--- src/rtl/serial_cs_adder_ctrl.sv ---
// Sequencing controller that performs a 2N-bit addition through one shared
// 2-bit carry-select adder slice, LSB slice first, holding each slice SETTLE cycles.
module serial_cs_adder_ctrl #(
    parameter int N      = 4,
    parameter int SETTLE = 4
) (
    input  logic           clk,
    input  logic           rst,
    input  logic           start,
    input  logic [2*N-1:0] a,
    input  logic [2*N-1:0] b,
    input  logic           cin,
    output logic           busy,
    output logic           done,
    output logic [2*N-1:0] sum,
    output logic           cout,
    output logic [1:0]     add_a,
    output logic [1:0]     add_b,
    output logic           add_cin,
    input  logic [1:0]     add_s,
    input  logic           add_cout
);

    localparam int CW = (SETTLE > 1) ? $clog2(SETTLE) : 1;
    localparam int IW = (N > 1) ? $clog2(N) : 1;

    localparam logic [1:0] S_IDLE  = 2'd0;
    localparam logic [1:0] S_SLICE = 2'd1;
    localparam logic [1:0] S_DONE  = 2'd2;

    logic [1:0]     state;
    logic [2*N-1:0] op_a;
    logic [2*N-1:0] op_b;
    logic [2*N-1:0] acc;
    logic [2*N-1:0] acc_next;
    logic           carry;
    logic [IW-1:0]  idx;
    logic [CW-1:0]  cnt;
    logic           last_cnt;
    logic           last_idx;

    assign last_cnt = (cnt == CW'(SETTLE - 1));
    assign last_idx = (idx == IW'(N - 1));

    // Accumulator with the current slice result merged in, so the final
    // capture can load sum in the same edge without a partial update.
    always_comb begin
        // NOTE: default assignment first keeps this block free of latches.
        acc_next = acc;
        acc_next[{idx, 1'b0} +: 2] = add_s;
    end

    // Adder drives come only from registered state and operands.
    assign add_a   = (state == S_SLICE) ? op_a[{idx, 1'b0} +: 2] : 2'b00;
    assign add_b   = (state == S_SLICE) ? op_b[{idx, 1'b0} +: 2] : 2'b00;
    assign add_cin = (state == S_SLICE) & carry;
    assign busy    = (state == S_SLICE);
    assign done    = (state == S_DONE);

    always_ff @(posedge clk) begin
        // NOTE: sequential state uses non-blocking assignments so every
        // register sees pre-edge values of the others.
        if (rst) begin
            state <= S_IDLE;
            op_a  <= '0;
            op_b  <= '0;
            acc   <= '0;
            carry <= 1'b0;
            idx   <= '0;
            cnt   <= '0;
            sum   <= '0;
            cout  <= 1'b0;
        end else begin
            case (state)
                S_IDLE: begin
                    if (start) begin
                        op_a  <= a;
                        op_b  <= b;
                        carry <= cin;
                        acc   <= '0;
                        idx   <= '0;
                        cnt   <= '0;
                        state <= S_SLICE;
                    end
                end
                S_SLICE: begin
                    if (last_cnt) begin
                        cnt   <= '0;
                        acc   <= acc_next;
                        carry <= add_cout;
                        if (last_idx) begin
                            sum   <= acc_next;
                            cout  <= add_cout;
                            state <= S_DONE;
                        end else begin
                            idx <= idx + 1'b1;
                        end
                    end else begin
                        cnt <= cnt + 1'b1;
                    end
                end
                S_DONE:  state <= S_IDLE;
                default: state <= S_IDLE;
            endcase
        end
    end

endmodule
--- config.mk ---
export PLATFORM = sky130hd
export DESIGN_NAME = serial_cs_adder_ctrl
export DESIGN_NICKNAME = d
export VERILOG_FILES = /design/src/rtl/serial_cs_adder_ctrl.sv
export SDC_FILE = /design/constraint.sdc
export NUM_CORES = 1
export LEC_CHECK = 0
export ABC_AREA = 1
export CORE_UTILIZATION = 34
export CTS_CLUSTER_DIAMETER = 50
export DETAILED_ROUTE_END_ITERATION = 8
export SLEW_MARGIN = 25
export SYNTH_ARGS = -nofsm -noshare
export SYNTH_HDL_FRONTEND = slang
export SYNTH_SLANG_ARGS = --single-unit
--- constraint.sdc ---
create_clock -name clk -period 1.9 [get_ports clk]
set_input_delay 0.19 -clock clk [delete_from_list [all_inputs] [get_ports clk]]
set_output_delay 0.19 -clock clk [all_outputs]
set_load 0.1 [all_outputs]
==> flow_metrics.tcl <==
set metrics [dict create \
    cts_root_buffer "clkbuf_8" \
    grt_pass1_vias 1632 \
    hp-class "reg -> reg" \
    yosysMostFrequentCell "nor2_1" \
    cts_resized 0 \
    rows 26 \
    cts_tree "yes" \
    initial_utilization_pct 35.7 \
    antenna_found_initial 0 \
    fp.dieArea_mm2 0.00572 \
    dpl-instance-area_mm2 0.00240 \
    ir_drop_uv 285 \
    syn2layout_area_growth_pct 33.9 \
    rsz0062_at_grt "false" \
    stdcell_count 377 \
    drt_first_pass_iters 4 \
    grt_pass1_wl_um 7100 \
    htree_num_levels 2 \
    worstMarginPinSlew_ns 0.567 \
    gr-total-overflow 0 \
    yosysTopAreaCell "dfxtp_1" \
    final_max_slew_viol_count 0 \
    ys_seq_area_share_pct 42.3 \
    cts.sinks 39 \
    synth_top_area_share_pct 42.3 \
    status "completed" \
    maxCapViolCount 0 \
    slowest_stage "dfxtp_1" \
    io_pins 39 \
    post-route-cell-area_mm2 0.00247 \
    post_cts_buffers 0 \
    core_area_mm2 0.00517 \
    die_x_um 75.7 \
    wire_per_inst_um 11.1 \
    antenna_cells 0 \
    hold_viol_final 0 \
    synth.distinct_cells 22 \
    fmax_ghz 0.592 \
    crit_chain "inv_1 > buf_4 > o21ai_0 > a21oi_4 > buf_12" \
    min_period_over_period_pct 89.0 \
    via_per_inst 4.60 \
    vias 1734 \
    p_leak_uw 0.00103 \
    async_reset_ff_share_pct 0 \
    die_y_um 75.7 \
    crit_fanout 13 \
    cp-start-kind "flop" \
    ys_ff_latch 39 \
    p_per_area_mw_per_mm2 688 \
    hpwl_um 3090 \
    min_period_ns 1.69 \
    seqCellArea_um2 781 \
    ys.flop_type "dfxtp_1" \
    ant_nets 0 \
    crit_required_ns 1.71 \
    clockBufferDepth 2 \
    arrival_ns 1.50 \
    setup_viol_count_final 0 \
    dp_cells 371 \
    netlist_instances 266 \
    synth_commonest_cells "64 x nor2_1, 51 x nand2_1, 39 x dfxtp_1" \
    drive_above_1_share_pct 14.0 \
    fin_nets 337 \
    relSlewSlack_pct 62.2 \
    track_usage_pct 16.7 \
    drc 0 \
    cts_buffers 5 \
    port-buffer-count 38 \
    insertion_delay_ns 0.29 \
    fill_cells 541 \
    cp-end-kind "output pin" \
    yosys-top-cells-area "dfxtp_1 42%, nor2_1 13%, nand2_1 10%, o21ai_0 8.4%, a21oi_1 6.2%" \
    syn-cell-area_mm2 0.00184 \
    postSynthAreaPerCell_um2 6.93 \
    routabilityCongestion 0.750 \
    clk_pin_slew_ns 0.07 \
    max_stage_delay_ns 0.36 \
    cts_hold_buf 0 \
    fin_worst_skew_ns 0.00446 \
    finalWirelength_um 4200 \
    grt_max_degree 21 \
    path_class "reg -> out" \
    synth-edff-count 0 \
    syn-num-nets 295 \
    drtIter0Drc 104 \
    ys_warn_count 0 \
    multi_input_area_um2 968 \
]
logic make-up (layout without fill, tap and decap cells):
group / count (synthesis) / after routing / share of synthesized area (%)
buffers and inverters: 32 / 73 / 7.73
AOI/OAI and AO/OA: 55 / 55 / 15.1
DFF: 39 / 39 / 42.3
and+or+nand+nor: 134 / 134 / 30.7
adders and majority gates: 6 / 6 / 4.07
critical path, delay by kind of cell (launching register included):
| family | cells | cell delay [ns] |
|---|---|---|
| buf+inv | 3 | 0.43 |
| compound gates | 2 | 0.42 |
| flops | 1 | 0.36 |
layer usage:
layer | part of all wire [%] | global-route usage, % | vias to the layer above | wire, um
met5 | 0 | 0 | - | 0
met1 | 49 | 20.6 | 782 | 2050
met2 | 47 | 28.5 | 20 | 1980
li1 | - | - | 924 | -
met3 | 2.4 | 3.31 | 8 | 100
met4 | 1.7 | 6.79 | 0 | 72
area by class of cell:
| type | count | area share [%] |
|---|---|---|
| clock buffer | 6 | 2.94 |
| inverter | 23 | 3.50 |
| multi-input combinational | 195 | 39.2 |
| tap | 70 | 3.55 |
| timing repair buffer | 44 | 19.2 |
| sequential | 39 | 31.6 |
report_power, final:
group	total, uW	internal, uW	switching [uW]	leakage (uW)
logic	304	122	181	0.000670
registers	879	856	23.0	0.000319
clock network	515	245	271	0.0000371
total	1700	1220	475	0.00103
registers in the layout, summed over array words and instances, names as in the netlist:
name	flops
op_a	8
op_b	8
sum	8
acc	7
cnt	2
idx	2
state	2
carry	1
cout	1
path summary, 6_finish.rpt:
check	from	to	slack, ns	cells after the start
worst max-delay path	idx[0]$_SDFFE_PP0P_	add_b[1]	0.21	5
worst min-delay path	acc[4]$_SDFFE_PP0P_	acc[4]$_SDFFE_PP0P_	0.46	2
worst max register to register	cnt[0]$_SDFFE_PP0P_	sum[4]$_SDFFE_PP0P_	0.40	8
worst min register to register	acc[4]$_SDFFE_PP0P_	acc[4]$_SDFFE_PP0P_	0.46	2
through the flow:
stage	hold WS (ns)	worst slack [ns]	util (%)	total power [uW]	setup TNS, ns
2_1_floorplan	0.328	-0.0530	-	1090	-0.0530
3_3_place_gp	0.453	0.331	46.3	1200	0
3_5_place_dp	0.457	0.348	46.3	1200	0
4_1_cts	0.467	0.188	47.7	1710	0
5_1_grt	0.488	0.0994	47.7	1780	0
6_report	0.464	0.210	47.7	1700	0
placed cells by master (no fill, tap or decap), types with 3 or more instances in the layout:
cell and n:
a21oi_4 3, ha_1 6, nand2_1 51, o21ai_0 31
nand3_1 9, a21oi_1 19, buf_4 15, clkdlybuf4s50_1 22
inv_1 21, buf_12 7, dfxtp_1 39, clkbuf_8 5
nor2_1 62
No activity file was read; power rests on OpenSTA's default activity.
